--- src/rtl/seq_detector.sv ---
// Parametrised Moore sequence detector with overlap-exact matching.
// Optional match counter enabled by SEQ_DETECTOR_COUNT_EN.
module seq_detector #(
  parameter int                   SYM_W   = 2,
  parameter int                   LEN     = 3,
  parameter logic [SYM_W*LEN-1:0] PATTERN = {2'd1, 2'd2, 2'd3},
  parameter bit                   HOLD    = 1'b1,
  parameter logic [SYM_W-1:0]     CLR_SYM = '0,
  parameter int                   CNT_W   = 8
) (
  input  logic                       clk,
  input  logic                       reset,
  input  logic                       in_valid,
  input  logic [SYM_W-1:0]           num,
  output logic                       ans,
  output logic [$clog2(LEN+1)-1:0]   prog,
  output logic [CNT_W-1:0]           match_cnt
);

  localparam int PW = $clog2(LEN + 1);
  localparam int HL = (LEN > 1) ? LEN - 1 : 1;

  typedef enum logic {SEARCH, MATCH} state_t;

  function automatic logic [SYM_W-1:0] psym(input int i);
    return PATTERN[SYM_W*(LEN-1-i) +: SYM_W];
  endfunction

  // longest proper suffix of PATTERN that is also a prefix
  function automatic int fail_len();
    int f;
    bit ok;
    f = 0;
    for (int l = 1; l < LEN; l++) begin
      ok = 1'b1;
      for (int i = 0; i < l; i++)
        if (psym(i) != psym(LEN - l + i)) ok = 1'b0;
      if (ok) f = l;
    end
    return f;
  endfunction

  localparam int F = fail_len();

  state_t            state_q, state_d;
  logic [PW-1:0]     prog_q, prog_d;
  logic [SYM_W-1:0]  hist_q [HL];
  logic [SYM_W-1:0]  hist_d [HL];
  logic [SYM_W-1:0]  hist_sh [HL];
  int                base, best;
  logic              hit;

  always_ff @(posedge clk) begin
    if (reset) begin
      state_q <= SEARCH;
      prog_q  <= '0;
      hist_q  <= '{default: '0};
    end else begin
      state_q <= state_d;
      prog_q  <= prog_d;
      hist_q  <= hist_d;
    end
  end

  // hist_q[0] is the most recent accepted symbol
  always_comb begin
    state_d = state_q;
    prog_d  = prog_q;
    hist_d  = hist_q;
    hist_sh = hist_q;
    base    = int'(prog_q);
    best    = 0;
    hit     = 1'b0;
    if (state_q == MATCH && !HOLD) base = F;
    hist_sh[0] = num;
    for (int j = 1; j < HL; j++) hist_sh[j] = hist_q[j-1];
    for (int k = 1; k <= LEN; k++) begin
      hit = (num == psym(k-1)) && (k <= base + 1);
      for (int i = 0; i < LEN - 1; i++)
        if (i < k - 1) hit = hit && (hist_q[k-2-i] == psym(i));
      if (hit) best = k;
    end
    unique case (state_q)
      SEARCH: begin
        if (in_valid) begin
          hist_d = hist_sh;
          prog_d = PW'(best);
          if (best == LEN) state_d = MATCH;
        end
      end
      MATCH: begin
        if (HOLD) begin
          if (in_valid && num == CLR_SYM) begin
            state_d = SEARCH;
            prog_d  = '0;
            hist_d  = '{default: '0};
          end
        end else if (in_valid) begin
          hist_d  = hist_sh;
          prog_d  = PW'(best);
          state_d = (best == LEN) ? MATCH : SEARCH;
        end else begin
          prog_d  = PW'(F);
          state_d = SEARCH;
        end
      end
      default: state_d = SEARCH;
    endcase
  end

  always_comb begin
    ans  = (state_q == MATCH);
    prog = prog_q;
  end

`ifdef SEQ_DETECTOR_COUNT_EN
  logic [CNT_W-1:0] cnt_q;
  logic             bump;

  assign bump = (state_d == MATCH) && (state_q == SEARCH || !HOLD);

  always_ff @(posedge clk) begin
    if (reset)
      cnt_q <= '0;
    else if (bump && cnt_q != '1)
      cnt_q <= cnt_q + CNT_W'(1);
  end

  assign match_cnt = cnt_q;
`else
  assign match_cnt = '0;
`endif

endmodule

--- config.mk ---
export PLATFORM = sky130hd
export DESIGN_NAME = seq_detector
export DESIGN_NICKNAME = d
export VERILOG_FILES = /design/src/rtl/seq_detector.sv
export SDC_FILE = /design/constraint.sdc
export NUM_CORES = 1
export LEC_CHECK = 0
export CAP_MARGIN = 20
export CORE_AREA = 2 2 39 41
export DETAILED_ROUTE_END_ITERATION = 10
export DIE_AREA = 0 0 41 43
export DONT_BUFFER_PORTS = 1
export GPL_TIMING_DRIVEN = 1
export SLEW_MARGIN = 40
export SYNTH_ARGS = -nofsm -noshare
export SYNTH_HDL_FRONTEND = slang
export SYNTH_SLANG_ARGS = --single-unit
--- constraint.sdc ---
create_clock -name clk -period 3.4 [get_ports clk]
set_input_delay 0.34 -clock clk [delete_from_list [all_inputs] [get_ports clk]]
set_output_delay 0.34 -clock clk [all_outputs]
set_load 0.01 [all_outputs]
==> results_dict.tcl, run 1 <==
set metrics [dict create \
    peakVddDrop_uv 125 \
    antenna_found_initial 0 \
    track_usage_pct 11.2 \
    avgSynthCellArea_um2 8.65 \
    grt.overflow.total 0 \
    hp-class "input port to flop" \
    cts.clk_slew.worst_paths_ps 50 \
    power.leakage_nw 0.167 \
    cts-root-buf "clkbuf_4" \
    clockBufferDepth 2 \
    cts_tree "yes" \
    cts_num_sinks 7 \
    end_kind "flop" \
    period_needed_ps 1360 \
    drc_errors 0 \
    start_util_pct 30.0 \
    rows 14 \
    area_growth_pct 3.01 \
    yosysSeqAreaShare_pct 33.7 \
    grt_pass1_wl_um 1280 \
    cts_resized 0 \
    core_area_um2 1380 \
    drt-wirelength-per-cell_um 11.4 \
    grt_max_degree 10 \
    numPlacedInstances 63 \
    fmax_ghz 0.738 \
    syn_area_um2 415 \
    setup_viol 0 \
    maxCapViolCount 0 \
    drt_iter0_markers 1 \
    grt_pass1_vias 290 \
    status "finished clean" \
    firstDrtPassIters 2 \
    yosysUniqueCellTypes 21 \
    drv_slew 0 \
    power.density_nw_per_um2 410 \
    post_cts_buffers 0 \
    n_antenna_cell 0 \
    hpwl_um 570 \
    path_max_fanout 8 \
    finalHoldViolations 0 \
    fin_skew_ps 2.72 \
    io_buffers 0 \
    ant_nets 0 \
    finalCritPeriodShare_pct 39.9 \
    nets 57 \
    crit_path_start_kind "flop" \
    chipWidth_um 41 \
    path_class "flop to flop" \
    rsz0062_at_grt "no" \
    ioPinCount 16 \
    htreeDepth 1 \
    routed_via_density 4.75 \
    drive_gt1_share_pct 11.8 \
    ys_ff_latch 7 \
    clk_latency_ps 250 \
    tns_ps 0 \
    vias 318 \
    worstPathArrival_ps 1490 \
    whs_ps 151 \
    stdcell_count 67 \
    place.gp.congestion 0.784 \
    fp.dieH_um 43 \
    required_ps 3540 \
    die_area_um2 1760 \
    holdBufCountCts 0 \
    synth_cells 48 \
    wl_um 765 \
    synth-warning-count 0 \
    finalPower_uw 175 \
    numCtsBuffers 3 \
]
cell usage after synthesis:
cell       count  area [um2]
o21ai_0        7        35.0
a41oi_1        1        8.76
conb_1         1        3.75
a2111oi_2      1        15.0
nand2_1        2        7.51
and2_1         2        12.5
nor4b_1        1        8.76
and4bb_1       1        12.5
dfxtp_1        7         140
a21bo_2        1        10.0
and3_2         1        7.51
and3b_1        1        8.76
and2b_1        1        7.51
o21a_1         1        7.51
buf_4          8        60.1
a221o_1        1        10.0
inv_1          1        3.75
a21oi_1        5        25.0
a22o_1         1        8.76
nand4bb_1      1        11.3
nor2_1         3        11.3
worst paths after layout:
kind              cells past startpoint      start        end  slack [ps]
setup / recovery                      3        ans    prog[1]        2040
hold / removal                        1      reset  hist_q[2]         150
setup reg to reg                      3        ans    prog[1]        2040
hold reg to reg                       2  hist_q[1]  hist_q[1]         470
routing by layer:
metal  vias up  routed length [um]  GRT usage [%]
li1        164                   -              -
met1       137                 363           13.8
met2        17                 300           12.5
met3         0                 100           12.0
met4         0                   0           4.00
met5         -                   0              0
registers in the layout, indices dropped and copies added, names as in the netlist:
signal  cells
ans         1
prog        2
hist_q      4
power breakdown:
group          leakage (nW)  total, mW  internal, mW  switching, mW
Sequential           0.0571     0.0876        0.0851        0.00252
Clock                0.0150     0.0744        0.0447         0.0297
Combinational        0.0950     0.0134       0.00507        0.00833
area by class of cell:
| type | instances | area (um2) |
|---|---|---|
| flip-flops and latches | 7 | 140 |
| inverters | 1 | 3.75 |
| multi-input cells | 39 | 238 |
| clock buffers | 4 | 26.3 |
| fillers | 151 | 956 |
| well taps | 16 | 20.0 |
critical path, cell delays in order, from the launching register on:
cell     delay (ps)
dfxtp_1         490
and2b_1         280
and3b_1         190
a221o_1         280
through the flow:
step                      instance area (um2)  worst slack (ps)  utilization, %
final                                     428              2040            30.9
after global routing                      428              1980            30.9
after CTS                                 428              2050            30.9
after detailed placement                  402              2060            29.0
after global placement                    402              2100            29.0
after floorplan                           442              2160               -
cell usage in the layout (no fill, tap or decap), types with 2 or more instances in the layout:
master / n
a21oi_1: 5
o21ai_0: 7
conb_1: 8
and2_1: 2
dfxtp_1: 7
nor2_1: 3
clkbuf_4: 3
nand2_1: 2
logic make-up after synthesis:
kind of cell,share of synthesized area [%]
AO/OA/AOI/OAI,28.9
buffers and inverters,15.4
flip-flops,33.7
other,0.903
AND/OR/NAND/NOR,21.1
(Power assumes the default switching activity.)
==> run 2: changes to the inputs <==
==> constraint.sdc (replaced) <==
create_clock -name clk -period 1.2 [get_ports clk]
set_input_delay 0.12 -clock clk [delete_from_list [all_inputs] [get_ports clk]]
set_output_delay 0.12 -clock clk [all_outputs]
set_load 0.01 [all_outputs]
==> results_dict.tcl, run 2 (synthesized netlist as in run 1, its figures left out) <==
set metrics [dict create \
    path_class "flop to flop" \
    grt_pass1_wl_um 1320 \
    place.gp.congestion 0.770 \
    required_ps 1330 \
    wl_um 885 \
    path_delay_family "simple AND/OR/NAND/NOR gates" \
    power.density_nw_per_um2 1050 \
    grt.overflow.total 0 \
    grt_pass1_vias 334 \
    reg2reg_depth 3 \
    tns_ps 0 \
    area_growth_pct 17.5 \
    power.leakage_nw 0.196 \
    largest_reg_flops 4 \
    slowest_stage "dfxtp_2" \
    cts.clk_slew.worst_paths_ps 50 \
    numCtsBuffers 3 \
    antenna_found_initial 0 \
    crit_path_max_incr_delay_ps 320 \
    stdcell_count 73 \
    fin_area_um2 488 \
    finalCritPeriodShare_pct 95.1 \
    place_ws_ps 13.4 \
    crit_path_start_kind "flop" \
    worstPathCellList "and4bb_1 > and3_4 > a221o_1" \
    end_kind "flop" \
    routed_via_density 4.92 \
    rsz0062_at_grt "no" \
    track_usage_pct 11.5 \
    drv_slew 0 \
    rrSetupSlack_ps 60 \
    post_dp_cell_area_um2 433 \
    ioPinCount 16 \
    status "finished clean" \
    finalHoldViolations 0 \
    numPlacedInstances 67 \
    clockBufferDepth 2 \
    r2r-start "hist_q[1]" \
    setup_ws_ps 58.9 \
    worstPathBufferInverterCount 0 \
    drt-wirelength-per-cell_um 12.1 \
    htreeDepth 1 \
    path_max_fanout 3 \
    fin_skew_ps 5.74 \
    n_antenna_cell 0 \
    io_buffers 0 \
    worstPathArrival_ps 1270 \
    die_area_um2 1760 \
    min_path_cells 2 \
    clk_latency_ps 250 \
    core_area_um2 1380 \
    maxCapViolCount 0 \
    drive_gt1_share_pct 22.8 \
    rows 14 \
    cts_tree "yes" \
    cts-root-buf "clkbuf_4" \
    peakVddDrop_uv 461 \
    fillers 157 \
    mostFrequentLayoutCells "conb_1 (8), o21ai_0 (7), a21oi_1 (5)" \
    setup_viol 0 \
    period_needed_ps 1140 \
    hpwl_um 641 \
    drt_iter0_markers 1 \
    post_cts_buffers 0 \
    finalPower_uw 513 \
    fmax_ghz 0.876 \
    firstDrtPassIters 2 \
    vias 359 \
    fp.dieH_um 43 \
    hp-class "input port to flop" \
    nets 63 \
    ant_nets 0 \
    chipWidth_um 41 \
    cts_num_sinks 7 \
    min_from "num[0]" \
    start_util_pct 30.0 \
    layout_commonest_cell "conb_1" \
    regMostFlops "hist_q" \
    hold-path-endpoint "hist_q[2]" \
    reg2reg_to "prog[1]" \
    grt_max_degree 10 \
    drc_errors 0 \
]
-- run 2: cell types whose count changed in the layout (fill, tap and decap cells not counted) --
cell and change:
dlygate4sd3_1 +2, and3_4 +1, dfxtp_1 -3, and3_2 -1, dfxtp_4 +1, buf_4 +4, dfxtp_2 +2
-- run 2: routing by layer --
layer	vias up	global-route usage, %	wire, um
li1	180	-	-
met1	161	11.5	388
met2	18	16.3	381
met3	0	12.6	115
met4	0	2.00	0
met5	-	0	0
-- run 2: repair_timing --
item / 4_1_cts / 5_1_grt
setup endpoints to repair: 1 / 1
hold endpoints to repair: 5 / 0
gates resized for setup: 1 / 3
hold buffers: 2 / 0
pin swaps: 2 / 1
-- run 2: how the worst max path moves through the flow --
stage	startpoint	slack [ps]	end	cells past startpoint
after global routing	ans	20	prog[1]	3
after global placement	hist_q[2]	40	prog[1]	3
after detailed placement	hist_q[1]	10	ans	3
after CTS	hist_q[2]	10	prog[1]	3
final	hist_q[1]	60	prog[1]	3
after floorplan	ans	30	prog[1]	3
-- run 2: final cells by class --
| cell class | count | area, um2 | share of cell area, % |
|---|---|---|---|
| clock buffers | 4 | 26.3 | 5.38 |
| inverters | 1 | 3.75 | 0.769 |
| multi-input cells | 39 | 241 | 49.5 |
| flip-flops and latches | 7 | 146 | 30.0 |
| well taps | 16 | 20.0 | 4.10 |
| repair buffers | 6 | 50.0 | 10.3 |
-- run 2: through the flow --
| step | hold slack, ps | util (%) |
|---|---|---|
| 6_report | 21.9 | 35.3 |
| 5_1_grt | 21.0 | 35.3 |
| 4_1_cts | 14.5 | 34.7 |
| 3_5_place_dp | 186 | 31.3 |
| 3_3_place_gp | 184 | 31.3 |
| 2_1_floorplan | 181 | - |
-- run 2: where the power goes --
group	switching (mW)	total, mW	leakage (nW)	internal, mW
logic	0.0317	0.0576	0.122	0.0259
clock network	0.0839	0.211	0.0150	0.127
registers	0.00545	0.245	0.0587	0.239
total	0.121	0.513	0.196	0.392
==> run 3: changes to the inputs <==
==> constraint.sdc (replaced) <==
create_clock -name clk -period 1.2 [get_ports clk]
set_input_delay 0.36 -clock clk [delete_from_list [all_inputs] [get_ports clk]]
set_output_delay 0.36 -clock clk [all_outputs]
set_load 0.01 [all_outputs]
==> results_dict.tcl, run 3 (synthesized netlist as in run 1, its figures left out) <==
set metrics [dict create \
    status "finished clean" \
    use_met2_pct 15.9 \
    cts.clk_slew.worst_paths_ps 50 \
    finalCritPeriodShare_pct 95.1 \
    grt.overflow.total 0 \
    n_antenna_cell 0 \
    multi_input_comb_area_um2 241 \
    peakVddDrop_uv 461 \
    largest_reg_flops 4 \
    clk_latency_ps 250 \
    p_int_uw 388 \
    p_switching_uw 117 \
    tns_ps 0 \
    firstDrtPassIters 2 \
    hpwl_um 641 \
    fmax_ghz 0.876 \
    reg2reg_to "prog[1]" \
    ant_nets 0 \
    rows 14 \
    routed_via_density 4.94 \
    antenna_found_initial 0 \
    power.leakage_nw 0.188 \
    setup_viol 0 \
    fin_util_pct 33.8 \
    fp.dieH_um 43 \
    layout_commonest_cell "conb_1" \
    fin_skew_ps 5.80 \
    power.density_nw_per_um2 1080 \
    die_area_um2 1760 \
    p_seq_share_pct 48.5 \
    rsz0062_at_grt "no" \
    grt.met3_usage_pct 11.5 \
    holdBufCountCts 0 \
    start_util_pct 30.0 \
    numPlacedInstances 67 \
    mostFrequentLayoutCells "conb_1 (8), o21ai_0 (7), a21oi_1 (5)" \
    io_buffers 0 \
    clockBufferDepth 2 \
    stdcell_count 71 \
    drt_iter0_markers 2 \
    drv_slew 0 \
    grt_pass1_wl_um 1270 \
    r2r-start "hist_q[1]" \
    ff_latch_area_um2 146 \
    whs_ps 163 \
    hold-path-endpoint "hist_q[2]" \
    area_growth_pct 12.7 \
    reg2reg_depth 3 \
    drt-wirelength-per-cell_um 12.1 \
    drc_errors 0 \
    cts_tree "yes" \
    post_cts_buffers 0 \
    period_needed_ps 1140 \
    path_class "flop to flop" \
    regMostFlops "hist_q" \
    grtUsageMet1_pct 10.9 \
    min_from "reset" \
    drive_gt1_share_pct 23.6 \
    chipWidth_um 41 \
    vias 351 \
    place.gp.congestion 0.770 \
    crit_path_start_kind "flop" \
    nets 61 \
    power_switching_share_pct 23.2 \
    p_clk_share_pct 41.7 \
    rrSetupSlack_ps 60 \
    wl_um 862 \
    end_kind "flop" \
    grt_max_degree 10 \
    grt_pass1_vias 330 \
    maxCapViolCount 0 \
    hp-class "input port to flop" \
    ioPinCount 16 \
    comb_power_share_pct 9.8 \
    worstPathArrival_ps 1270 \
    grt_busiest_layer "met2" \
    fin_area_um2 468 \
    numCtsBuffers 3 \
    cts_num_sinks 7 \
    finalHoldViolations 0 \
    post_dp_cell_area_um2 433 \
    required_ps 1330 \
    cts-root-buf "clkbuf_4" \
    fillers 155 \
    min_path_cells 1 \
    path_max_fanout 3 \
    track_usage_pct 11.0 \
    htreeDepth 1 \
    core_area_um2 1380 \
]
==> run 3: worst max path at each step <==
stage	from	endpoint	depth (start not counted)
after floorplan	ans	prog[1]	3
after global placement	hist_q[2]	prog[1]	3
after detailed placement	hist_q[1]	ans	3
after CTS	hist_q[2]	prog[1]	3
after global routing	ans	prog[1]	3
final	hist_q[1]	prog[1]	3
==> run 3: critical path: stages (launching register included) <==
cell      delay (ps)
dfxtp_2          320
and4bb_1         230
and3_4           180
a221o_1          300
==> run 3: stage by stage <==
step           total power [mW]  setup slack [ps]
5_1_grt                   0.544              15.7
2_1_floorplan             0.305              34.2
3_3_place_gp              0.299              38.4
3_5_place_dp              0.300              13.4
4_1_cts                   0.516              10.2
6_report                  0.505              58.9
==> run 3: cell type report <==
cell class                 count  area share (%)
clock buffer                   4            5.61
inverter                       1           0.802
multi-input combinational     39            51.6
sequential                     7            31.3
tap                           16            4.28
timing repair buffer           4            6.42
==> run 3: power by group through the flow <==
| stage | logic [mW] | clock network, mW | registers (mW) |
|---|---|---|---|
| detailed placement | 0.0485 | 0 | 0.251 |
| CTS | 0.0490 | 0.220 | 0.247 |
| global placement | 0.0478 | 0 | 0.251 |
| finish | 0.0495 | 0.211 | 0.245 |
| global route | 0.0560 | 0.243 | 0.245 |
| floorplan | 0.0537 | 0 | 0.251 |
==> run 3: what timing repair did <==
action,CTS,global route
gates resized for setup,1,3
hold endpoints to repair,0,0
endpoints found under the setup margin,1,1
pin swaps,2,1
cloned,0,0
==> run 3: metal layers <==
metal	part of all wire, %	vias to the layer above	wire length (um)
met5	0	-	0
met3	11	0	97
met1	45	159	385
li1	-	176	-
met4	0	0	0
met2	44	16	379
